`config.mk`:
```
export PLATFORM = sky130hd
export DESIGN_NAME = neuron_acc_seq
export DESIGN_NICKNAME = d
export VERILOG_FILES = /design/src/rtl/neuron_pkg.sv /design/src/rtl/acc_strobe_dly.sv /design/src/rtl/neuron_acc_seq.sv
export SDC_FILE = /design/constraint.sdc
export NUM_CORES = 1
export LEC_CHECK = 0
export ABC_AREA = 1
export BUFFER_PORTS_ARGS = -buffer_cell sky130_fd_sc_hd__buf_4
export CAP_MARGIN = 20
export CORE_MARGIN = 2
export CORE_UTILIZATION = 50
export CTS_BUF_LIST = sky130_fd_sc_hd__clkbuf_4 sky130_fd_sc_hd__clkbuf_8
export DETAILED_ROUTE_END_ITERATION = 12
export GPL_TIMING_DRIVEN = 0
export PLACE_DENSITY = 0.76
export SLEW_MARGIN = 20
export SYNTH_ARGS = -nofsm -noshare
export SYNTH_HDL_FRONTEND = slang
export SYNTH_SLANG_ARGS = --single-unit
export TNS_END_PERCENT = 10
```
`constraint.sdc`:
```
create_clock -name clk -period 2.2 [get_ports clk]
set_input_delay 0.44 -clock clk [delete_from_list [all_inputs] [get_ports clk]]
set_output_delay 0.44 -clock clk [all_outputs]
set_load 0.005 [all_outputs]
```
`src/rtl/neuron_pkg.sv`:
```
// Shared types and defaults for the neuron accumulator sequencer.
package neuron_pkg;

    localparam int unsigned DefaultLat  = 2;
    localparam int unsigned DefaultMaxN = 64;

    typedef enum logic [1:0] {
        StIdle  = 2'd0,
        StIssue = 2'd1,
        StDrain = 2'd2,
        StDone  = 2'd3
    } state_e;

    // Width needed to hold a product count of 0..max_n.
    function automatic int unsigned cnt_width(input int unsigned max_n);
        return $clog2(max_n + 1);
    endfunction

endpackage

```
`src/rtl/acc_strobe_dly.sv`:
```
// Delay line carrying the first/last product flags to the accumulator strobes.
module acc_strobe_dly #(
    parameter int unsigned LAT = 2
) (
    input  logic clk,
    input  logic rst,
    input  logic clr,
    input  logic first_in,
    input  logic last_in,
    output logic first_out,
    output logic last_out
);

    if (LAT == 0) begin : g_wire
        assign first_out = first_in;
        assign last_out  = last_in;
    end else begin : g_pipe
        logic [1:0] dly_q [LAT];

        always_ff @(posedge clk or negedge rst) begin
            if (!rst) begin
                dly_q <= '{default: '0};
            end else if (clr) begin
                dly_q <= '{default: '0};
            end else begin
                dly_q[0] <= {first_in, last_in};
                for (int unsigned i = 1; i < LAT; i++) begin
                    dly_q[i] <= dly_q[i-1];
                end
            end
        end

        assign first_out = dly_q[LAT-1][1];
        assign last_out  = dly_q[LAT-1][0];
    end

endmodule

```
`src/rtl/neuron_acc_seq.sv`:
```
// Issues N weight/input reads and strobes the accumulator in step with the multiply pipeline.
module neuron_acc_seq
    import neuron_pkg::*;
#(
    parameter  int unsigned MAX_N  = DefaultMaxN,
    parameter  int unsigned ADDR_W = 8,
    parameter  int unsigned LAT    = DefaultLat,
    localparam int unsigned CNT_W  = cnt_width(MAX_N)
) (
    input  logic              clk,
    input  logic              rst,
    input  logic              start,
    input  logic              abort,
    input  logic [CNT_W-1:0]  n_inputs,
    input  logic [ADDR_W-1:0] mem_base,
    output logic [ADDR_W-1:0] mem_addr,
    output logic              mem_rd,
    output logic              acc_sel,
    output logic              acc_en,
    output logic              busy,
    output logic              done,
    output logic              err
);

    localparam int unsigned DRN_W = (LAT > 1) ? $clog2(LAT) : 1;

    state_e            state_q, state_d;
    logic [CNT_W-1:0]  n_q, n_d, idx_q, idx_d;
    logic [ADDR_W-1:0] addr_q, addr_d;
    logic [DRN_W-1:0]  drn_q, drn_d;
    logic              err_q, err_d;
    logic              idle_like, n_ok, accept, kill, first_flag, last_flag;

    assign idle_like  = (state_q == StIdle) || (state_q == StDone);
    assign n_ok       = (n_inputs != '0) && (n_inputs <= CNT_W'(MAX_N));
    assign accept     = idle_like && start && !abort && n_ok;
    assign kill       = abort && ((state_q == StIssue) || (state_q == StDrain));
    assign first_flag = (state_q == StIssue) && (idx_q == '0);
    assign last_flag  = (state_q == StIssue) && (idx_q == n_q - CNT_W'(1));

    always_comb begin
        state_d = state_q;
        n_d     = n_q;
        idx_d   = idx_q;
        addr_d  = addr_q;
        drn_d   = drn_q;
        err_d   = idle_like && start && !abort && !n_ok;
        unique case (state_q)
            StIdle, StDone: begin
                state_d = StIdle;
                if (accept) begin
                    state_d = StIssue;
                    n_d     = n_inputs;
                    idx_d   = '0;
                    addr_d  = mem_base;
                end
            end
            StIssue: begin
                if (kill) begin
                    state_d = StIdle;
                end else if (last_flag) begin
                    // Address stays on the final read until the next run.
                    state_d = (LAT == 0) ? StDone : StDrain;
                    drn_d   = '0;
                end else begin
                    idx_d  = idx_q + CNT_W'(1);
                    addr_d = addr_q + ADDR_W'(1);
                end
            end
            StDrain: begin
                if (kill) begin
                    state_d = StIdle;
                end else if (drn_q == DRN_W'(LAT - 1)) begin
                    state_d = StDone;
                end else begin
                    drn_d = drn_q + DRN_W'(1);
                end
            end
            default: state_d = StIdle;
        endcase
    end

    always_ff @(posedge clk or negedge rst) begin
        if (!rst) begin
            state_q <= StIdle;
            n_q     <= '0;
            idx_q   <= '0;
            addr_q  <= '0;
            drn_q   <= '0;
            err_q   <= 1'b0;
        end else begin
            state_q <= state_d;
            n_q     <= n_d;
            idx_q   <= idx_d;
            addr_q  <= addr_d;
            drn_q   <= drn_d;
            err_q   <= err_d;
        end
    end

    acc_strobe_dly #(
        .LAT(LAT)
    ) u_strobe_dly (
        .clk      (clk),
        .rst      (rst),
        .clr      (kill),
        .first_in (first_flag),
        .last_in  (last_flag),
        .first_out(acc_sel),
        .last_out (acc_en)
    );

    assign mem_addr = addr_q;
    assign mem_rd   = (state_q == StIssue);
    assign busy     = (state_q == StIssue) || (state_q == StDrain);
    assign done     = (state_q == StDone);
    assign err      = err_q;

endmodule

```
After elaboration in Yosys (flattened, before gate mapping)
Index checks and enable logic that the tools add are counted.
{"block": "classes", "n_addsub": 4, "order_cmp": 1, "n_eq_ne": 11, "mux": 20, "reduce_logical": 22}
{"cell": "two-way mux 8 bit", "count": 3}
{"cell": "two-way mux 7 bit", "count": 3}
{"cell": "case mux 8 bit (2 select lines)", "count": 1}
{"cell": "case mux 7 bit (2 select lines)", "count": 1}
{"cell": "adder 8 x 1 -> 8 bit, second input constant", "count": 1}
{"cell": "logical AND 1 bit", "count": 8}
{"cell": "two-way mux 2 bit", "count": 4}
{"cell": "!= test 2 bit, second input constant", "count": 4}
{"cell": "AND reduction 4 bit", "count": 2}
{"cell": "adder 7 x 1 -> 7 bit, second input constant", "count": 1}
{"cell": "equality test 7 bit", "count": 1}
{"cell": "<= comparator 7 bit, second input constant", "count": 1}
{"cell": "zero test 7 bit", "count": 1}
{"cell": "nonzero test 7 bit", "count": 1}
{"cell": "subtractor 7 x 1 -> 7 bit, second input constant", "count": 1}
{"cell": "case mux 2 bit (3 select lines)", "count": 1}
{"cell": "two-way mux 1 bit", "count": 5}
{"cell": "equality test 2 bit, second input constant", "count": 2}
{"cell": "two-way mux 4 bit", "count": 1}
{"cell": "AND reduction 2 bit", "count": 2}
{"cell": "nonzero test 2 bit", "count": 2}
{"cell": "!= test 3 x 1 -> 1 bit, second input constant", "count": 1}
{"cell": "!= test 3 bit, second input constant", "count": 1}
{"cell": "equality test 2 x 1 -> 1 bit, second input constant", "count": 1}
{"cell": "other kinds (7)", "count": 9}
{"block": "word_totals", "register_bits": 30, "input_bits": 19, "output_inout_bits": 14, "word_cells": 66}

Logic depth before layout (Yosys ltp)
Gate-level depths: netlist (run 1).
{"block": "depth", "depth_word": 7, "ltp_mapped": 14, "ltp_nobuf": 14}

By module
Synthesis (run 1) repeated with hierarchy kept, for this count alone.
{"block": "unflattened", "hier_cells": 268, "hier_area_um2": 1978.1}
{"mod": "neuron_acc_seq", "instances": 1, "cells_each": 256, "area_each_um2": 1848.0, "seq_area_each_um2": 650.6}
{"mod": "acc_strobe_dly", "instances": 1, "cells_each": 12, "area_each_um2": 130.1, "seq_area_each_um2": 100.1}

Worst setup path before layout (run 1)
No wires, ideal clock.
{"block": "synth_timing", "kind": "register -> register", "start": "reg n_q[0]", "end": "reg addr_q[0], in the netlist mem_addr[0]", "setup_time_ns": 0.117, "arrival_ns": 1.568, "required_time_ns": 2.083, "slack_ns": 0.516, "stages_incl_launch_ff": 13, "n_path_buf": 0, "synth_period_minus_slack_ns": 1.684, "path_cell_list": "dfrtp_1 inv_1 ha_1 nand2_1 nand2_1 nor2_2 nand3_1 nor2_2 nand3_2 nand2_4 inv_1 nand2_1 nand2_1"}
{"block": "synth_via", "elab_chain_len": 5}
{"item": "start: declaration", "line_no": "neuron_acc_seq.sv:28", "rtl": "logic [CNT_W-1:0] n_q, n_d, idx_q, idx_d;"}
{"item": "start signal: assignment", "line_no": "neuron_acc_seq.sv:93", "rtl": "n_q <= n_d;"}
{"item": "subtractor 7 x 1 -> 7 bit", "line_no": "neuron_acc_seq.sv:39", "rtl": "assign last_flag = (state_q == StIssue) && (idx_q == n_q - CNT_W'(1));"}
{"item": "equality test 7 bit", "line_no": "neuron_acc_seq.sv:39"}
{"item": "logical AND 1 bit", "line_no": "neuron_acc_seq.sv:39"}
{"item": "!= test 2 bit (no line)"}
{"item": "AND reduction 4 bit (no line)"}
{"item": "end signal: assignment", "line_no": "neuron_acc_seq.sv:95", "rtl": "addr_q <= addr_d;"}
{"item": "end: declaration", "line_no": "neuron_acc_seq.sv:29", "rtl": "logic [ADDR_W-1:0] addr_q, addr_d;"}
Every way passes these cells.
A chain may end at the register's enable or synchronous reset.

Final worst setup path (run 1)
{"block": "layout_timing", "start": "reg n_q[0]", "end": "reg idx_q[3]"}
{"block": "layout_via", "elab_chain_len": 5}
{"item": "subtractor 7 x 1 -> 7 bit", "line_no": "neuron_acc_seq.sv:39"}
{"item": "equality test 7 bit", "line_no": "neuron_acc_seq.sv:39"}
{"item": "logical AND 1 bit", "line_no": "neuron_acc_seq.sv:39"}
{"item": "!= test 2 bit (no line)"}
{"item": "AND reduction 4 bit (no line)"}
{"item": "end signal: assignment", "line_no": "neuron_acc_seq.sv:94", "rtl": "idx_q <= idx_d;"}
{"item": "end: declaration", "line_no": "neuron_acc_seq.sv:28"}
Every way passes these cells.

==> impl_metrics.py, run 1 <==
metrics = {
    "yosys": {
        "synth_warnings": 0,
        "ys_types": 28,
        "synth_compound_area_frac": 0.06796,
        "post_synth_inst_count": 272,
        "yosys.area_share.simple": 0.3605,
        "synth-seq-cells": 30,
        "synth_xor_area_frac": 0.03172,
        "synth-adder-area-share": 0.04531,
        "seq_area_frac_synth": 0.3883,
        "synth_area_sq_mm": 0.001933,
        "syn_nets": 298,
        "syn_avg_cell_area_sq_um": 7.107,
        "synthMuxAreaShare": 0.01036,
        "synth_top_family_by_area": "simple AND/OR/NAND/NOR gates",
    },
    "flow_run": {
        "maxCapViolations": 0,
    },
    "timing": {
        "grt_setup_unrepaired": "no",
        "tns_ns": 0,
        "tightest_slew_ns": 0.5389,
        "hold_slack_ns": 0.08613,
        "finalHoldViolCount": 0,
        "min_period_ns": 1.954,
        "relSlewSlack": 0.6407,
        "maxClockFrequency_ghz": 0.5117,
        "final_max_slew_viol_count": 0,
        "setup_viol": 0,
        "finalClockSkew_ns": 0.008400,
        "final_min_period_over_clock_period": 0.8882,
    },
    "placement": {
        "dpl.cell_count": 352,
        "place_area_sq_mm": 0.002233,
        "place_congestion": 0.7969,
        "dp_hpwl_um": 2990,
        "numPortBuffers": 32,
    },
    "clock_network": {
        "cts_made_buffers": 5,
        "clock_latency_ns": 0.28,
        "cts_root_buf": "clkbuf_8",
        "post_cts_resized": 0,
        "cts.sinks": 30,
        "htreeDepth": 2,
        "cts_hold_buf": 0,
        "cts_buffer_depth": 2,
        "cts.clk_slew.worst_paths_ns": 0.07,
        "post_cts_buffers": 0,
        "cts_tree": "yes",
    },
    "critical_path": {
        "reg2regPathDepth": 13,
        "r2r_end": "idx_q[3]$_DFFE_PN0P_",
        "critPathRequiredTime_ns": 2.37,
        "r2r_slack_ns": 0.25,
        "crit_type": "register to register",
        "crit-reg2reg-launch": "n_q[0]$_DFFE_PN0P_",
        "cp_slowest_cell": "dfrtp_1",
        "cp-end-kind": "register",
        "critPathBufInv": 2,
        "start_kind": "register",
        "arrival_ns": 2.12,
        "crit_chain": "inv_1 > ha_1 > nand2_1 > nor2_1 > nand2_1 > nand2_1 > nand2_1 > nor2_2 > nand3_2 > nand2_4 > inv_1 > nand2_1 > nand2_1",
        "critPathMaxStageDelay_ns": 0.37,
        "critPathTopFamily": "simple AND/OR/NAND/NOR gates",
        "path_common_cell": "nand2_1",
        "crit_fanout": 7,
    },
    "pwr": {
        "powerDensity_mw_per_mm2": 656.6,
        "ir_drop_uv": 405.6,
        "p_int_mw": 1.023,
        "seqPwrFrac": 0.461,
        "p_sw_frac": 0.3263,
        "p_clk_frac": 0.273,
        "p_switching_mw": 0.4954,
        "p_leak_nw": 1.284,
        "combPwrFrac": 0.266,
    },
    "final_layout": {
        "final_cell_mix": "nand2_1, inv_1, buf_4",
        "nets": 337,
        "diodes": 0,
        "utilization": 0.6269,
        "layout.cells.non_filler": 359,
        "n_fill_cell": 369,
        "seq_area_sq_um": 750.7,
        "final_area_sq_mm": 0.002312,
        "areaGrowthSynthToFinish_pct": 19.61,
        "drive_above_1_share": 0.2026,
        "multiInputGateArea_sq_um": 997.2,
        "final_common_cell": "nand2_1",
    },
    "drt": {
        "drcViolationCount": 0,
        "vias": 1747,
        "drtIter0Drc": 78,
        "ant_nets": 0,
        "via_per_inst": 4.866,
        "drt-total-wl_um": 3945,
        "avgRoutedWirePerCell_um": 10.99,
        "first_pass_iters": 4,
    },
    "status": {
        "outcome": "completed",
    },
    "die": {
        "die_w_um": 66.18,
        "std_cell_rows": 22,
        "die_area_sq_mm": 0.004380,
        "die_h_um": 66.18,
        "core-area_sq_mm": 0.003689,
        "pin_count": 33,
        "start_util": 0.5241,
    },
    "grt": {
        "antenna_found_initial": 0,
        "overflow": 0,
        "grt_pass1_wl_um": 7051,
        "first_global_vias": 1658,
        "grt_max_degree": 31,
        "grt.total_usage": 0.2120,
    },
    "hold_path": {
        "hold_class": "primary input to asynchronous set/reset pin",
    },
}
-- power by group through the flow --
stage | clock, mW | sequential, mW | combinational (mW)
after floorplan | 0 | 0.696 | 0.263
after global routing | 0.457 | 0.712 | 0.469
after detailed placement | 0 | 0.709 | 0.410
after global placement | 0 | 0.705 | 0.396
final | 0.414 | 0.701 | 0.404
after CTS | 0.423 | 0.700 | 0.411
-- worst reg2reg max path: stages, from the launching register on --
cell and delay, ns:
dfrtp_1 0.37, inv_1 0.13, ha_1 0.23, nand2_1 0.11
nor2_1 0.12, nand2_1 0.06, nand2_1 0.05, nand2_1 0.05
nor2_2 0.12, nand3_2 0.15, nand2_4 0.16, inv_1 0.15
nand2_1 0.09, nand2_1 0.05
-- cells in the mapped netlist --
library cell / instances / share of area
nand2_1: 99 / 0.19
inv_1: 32 / 0.062
dfrtp_1: 30 / 0.39
nor2_1: 29 / 0.056
nand3_1: 19 / 0.049
ha_1: 7 / 0.045
o21ai_0: 6 / 0.016
nand2_2: 5 / 0.016
o21ai_2: 5 / 0.023
xor2_1: 5 / 0.023
a21oi_1: 4 / 0.010
nor2_2: 3 / 0.0097
o21ai_1: 3 / 0.0078
or2_2: 3 / 0.0097
buf_12: 2 / 0.021
buf_2: 2 / 0.0052
clkbuf_1: 2 / 0.0039
inv_2: 2 / 0.0039
mux2i_1: 2 / 0.010
nand4_1: 2 / 0.0065
o31ai_1: 2 / 0.0078
xnor2_1: 2 / 0.0091
a22oi_1: 1 / 0.0039
nand2_4: 1 / 0.0058
nand3_2: 1 / 0.0052
nand3b_1: 1 / 0.0039
nor3_1: 1 / 0.0026
nor4_1: 1 / 0.0032
-- worst max-delay path by stage --
stage	start	endpoint	slack, ns	depth (start not counted)
2_1_floorplan	n_q[0]$_DFFE_PN0P_	mem_addr[0]$_DFFE_PN0P_	0.52	12
3_5_place_dp	n_q[0]$_DFFE_PN0P_	idx_q[3]$_DFFE_PN0P_	0.24	12
4_1_cts	n_q[0]$_DFFE_PN0P_	mem_addr[0]$_DFFE_PN0P_	0.23	12
5_1_grt	n_q[0]$_DFFE_PN0P_	mem_addr[5]$_DFFE_PN0P_	0.04	13
3_3_place_gp	n_q[0]$_DFFE_PN0P_	mem_addr[7]$_DFFE_PN0P_	0.27	12
6_report	n_q[0]$_DFFE_PN0P_	idx_q[3]$_DFFE_PN0P_	0.25	13
-- area by class of cell --
type                            instances  share of cell area
Sequential cell                        30              0.3247
Timing Repair Buffer                   32              0.1039
Clock buffer                            5             0.02976
Inverter                               34             0.05519
Multi-Input combinational cell        202              0.4313
Buffer                                  6             0.02489
Tap cell                               48             0.02597
Clock inverter                          2            0.004329
-- logic make-up after synthesis --
logic type / count (synthesis)
fa+ha+maj: 7
compound gates: 21
simple gates: 165
xor+xnor: 7
flops: 30
mux: 2
buf+inv: 40
-- flip-flops by register name, indices dropped and copies added, names as in the netlist --
name / cells
drn_q: 1
err: 1
idx_q: 7
mem_addr: 8
n_q: 7
state_q: 2
u_strobe_dly.first_out: 1
u_strobe_dly.g_pipe.dly_q: 2
u_strobe_dly.last_out: 1
-- per-stage QoR --
stage                     worst slack [ns]  power, mW
after global placement              0.2721      1.101
after CTS                           0.2343      1.534
after detailed placement            0.2384      1.119
after floorplan                     0.5159     0.9590
final                               0.2459      1.518
after global routing               0.03898      1.639
-- layer usage --
metal,vias up,wire length (um),track usage
li1,920,-,-
met1,777,1749,0.2560
met2,44,1956,0.3763
met3,6,195,0.05111
met4,0,44,0.05357
met5,-,0,0
Power figures use the tool's default switching activity.
==> inputs of run 2 (changes only) <==
CORE_UTILIZATION = 58   (was 50)
PLACE_DENSITY = 0.86   (was 0.76)
==> run 2 against run 1 <==
Compared with the run above: critical path depth fell by 1; maximum frequency up 0.56%; clock power is 26% lower; wire length shrank 4.5%; register-to-register slack barely moved; die area is 13% lower; worst hold slack worse by 0.078 ns; first-iteration DRC count rose by 14%.
==> impl_metrics.py, run 2 (same netlist as run 1, synthesis figures left out) <==
metrics = {
    "status": {
        "outcome": "completed",
    },
    "drt": {
        "avgRoutedWirePerCell_um": 10.61,
        "first_pass_iters": 4,
        "drcViolationCount": 0,
        "ant_nets": 0,
        "via_per_inst": 4.873,
        "drtIter0Drc": 89,
        "vias": 1730,
        "drt-total-wl_um": 3767,
    },
    "die": {
        "die_h_um": 61.73,
        "pin_count": 33,
        "die_w_um": 61.73,
        "start_util": 0.6230,
        "std_cell_rows": 20,
        "core-area_sq_mm": 0.003103,
        "die_area_sq_mm": 0.003811,
    },
    "pwr": {
        "seqPwrFrac": 0.495,
        "p_total_mw": 1.409,
        "ir_drop_uv": 404.3,
        "p_sw_frac": 0.3435,
        "p_switching_mw": 0.4839,
        "p_leak_nw": 1.271,
        "combPwrFrac": 0.287,
        "powerDensity_mw_per_mm2": 619.1,
        "p_int_mw": 0.9250,
        "p_clk_frac": 0.218,
    },
    "final_layout": {
        "n_fill_cell": 275,
        "drive_above_1_share": 0.2026,
        "seq_area_sq_um": 750.7,
        "multiInputGateArea_sq_um": 997.2,
        "largest_register_ffs": 8,
        "final_common_cell": "nand2_1",
        "final_area_sq_mm": 0.002276,
        "areaGrowthSynthToFinish_pct": 17.73,
        "final_cell_mix": "nand2_1, inv_1, buf_4",
        "diodes": 0,
        "nets": 337,
    },
    "placement": {
        "numPortBuffers": 32,
        "place_congestion": 0.7564,
        "place_area_sq_mm": 0.002228,
        "dp_hpwl_um": 2891,
    },
    "timing": {
        "grt_setup_unrepaired": "no",
        "final_max_slew_viol_count": 0,
        "hold_slack_ns": 0.008467,
        "final_min_period_over_clock_period": 0.8833,
        "tns_ns": 0,
        "min_period_ns": 1.943,
        "relSlewSlack": 0.6674,
        "setup_viol": 0,
        "tightest_slew_ns": 0.4989,
        "maxClockFrequency_ghz": 0.5146,
        "finalHoldViolCount": 0,
        "finalClockSkew_ns": 0.01299,
    },
    "flow_run": {
        "maxCapViolations": 0,
    },
    "grt": {
        "first_global_vias": 1518,
        "antenna_found_initial": 0,
        "grt.total_usage": 0.2319,
        "grt_pass1_wl_um": 6361,
        "overflow": 0,
        "grt_max_degree": 31,
    },
    "critical_path": {
        "start_kind": "register",
        "crit-reg2reg-launch": "n_q[0]$_DFFE_PN0P_",
        "cp-end-kind": "register",
        "crit_fanout": 7,
        "crit_type": "register to register",
        "arrival_ns": 2.18,
        "critPathRequiredTime_ns": 2.44,
        "crit_start": "n_q[0]$_DFFE_PN0P_",
    },
    "clock_network": {
        "htreeDepth": 2,
        "post_cts_resized": 0,
        "cts_tree": "yes",
        "cts_buffer_depth": 2,
        "cts_made_buffers": 5,
        "cts_hold_buf": 0,
        "cts_root_buf": "clkbuf_4",
        "post_cts_buffers": 0,
        "cts.clk_slew.worst_paths_ns": 0.10,
        "cts.sinks": 30,
        "clock_latency_ns": 0.34,
    },
    "hold_path": {
        "hold_class": "primary input to asynchronous set/reset pin",
    },
}
## run 2: changes by cell type in the layout (fill, tap and decap cells not counted)
| cell | before | now |
|---|---|---|
| clkbuf_4 | 0 | 5 |
| clkbuf_8 | 5 | 0 |
## run 2: worst paths after layout
path	slack [ns]	depth (start not counted)	endpoint
hold reg to reg	0.48	2	u_strobe_dly.last_out$_DFF_PN0_
setup / recovery	0.26	12	mem_addr[7]$_DFFE_PN0P_
hold / removal	0.008	1	idx_q[5]$_DFFE_PN0P_
setup reg to reg	0.26	12	mem_addr[7]$_DFFE_PN0P_
min in group clk	0.35	3	n_q[5]$_DFFE_PN0P_
max in group asynchronous	1.90	1	n_q[0]$_DFFE_PN0P_
## run 2: routing by layer
metal | vias to the layer above | share of wire | global-route usage
met3 | 6 | 0.045 | 0.06832
met4 | 0 | 0.016 | 0.07295
met5 | - | 0 | 0
met2 | 33 | 0.48 | 0.3865
met1 | 773 | 0.46 | 0.2916
li1 | 918 | - | -
## run 2: power groups by stage
stage / sequential (mW) / combinational (mW) / clock (mW)
global placement: 0.705 / 0.394 / 0
floorplan: 0.696 / 0.263 / 0
finish: 0.698 / 0.404 / 0.308
CTS: 0.697 / 0.408 / 0.319
detailed placement: 0.707 / 0.406 / 0
global route: 0.711 / 0.468 / 0.343
## run 2: per-stage QoR
stage,util,setup WS [ns],std cells
floorplan,-,0.5159,272
global placement,0.7181,0.2900,348
detailed placement,0.7181,0.2443,348
CTS,0.7335,0.2343,355
global route,0.7335,0.02424,355
finish,0.7335,0.2568,355
## run 2: worst max-delay path: stages (launching register included)
cell	delay, ns
dfrtp_1	0.38
inv_1	0.13
ha_1	0.27
nand2_1	0.07
nand2_1	0.06
nor2_2	0.10
nand3_1	0.09
nor2_2	0.15
nand3_2	0.13
nand2_4	0.16
inv_1	0.15
nand2_1	0.10
nand2_1	0.05
## run 2: final cells by class
type,instances,share of cell area
multi-input combinational,202,0.4382
clock inverter,2,0.004398
inverter,34,0.05607
timing repair buffer,32,0.1056
sequential,30,0.3299
tap,44,0.02419
buffer,6,0.02529
clock buffer,5,0.01649
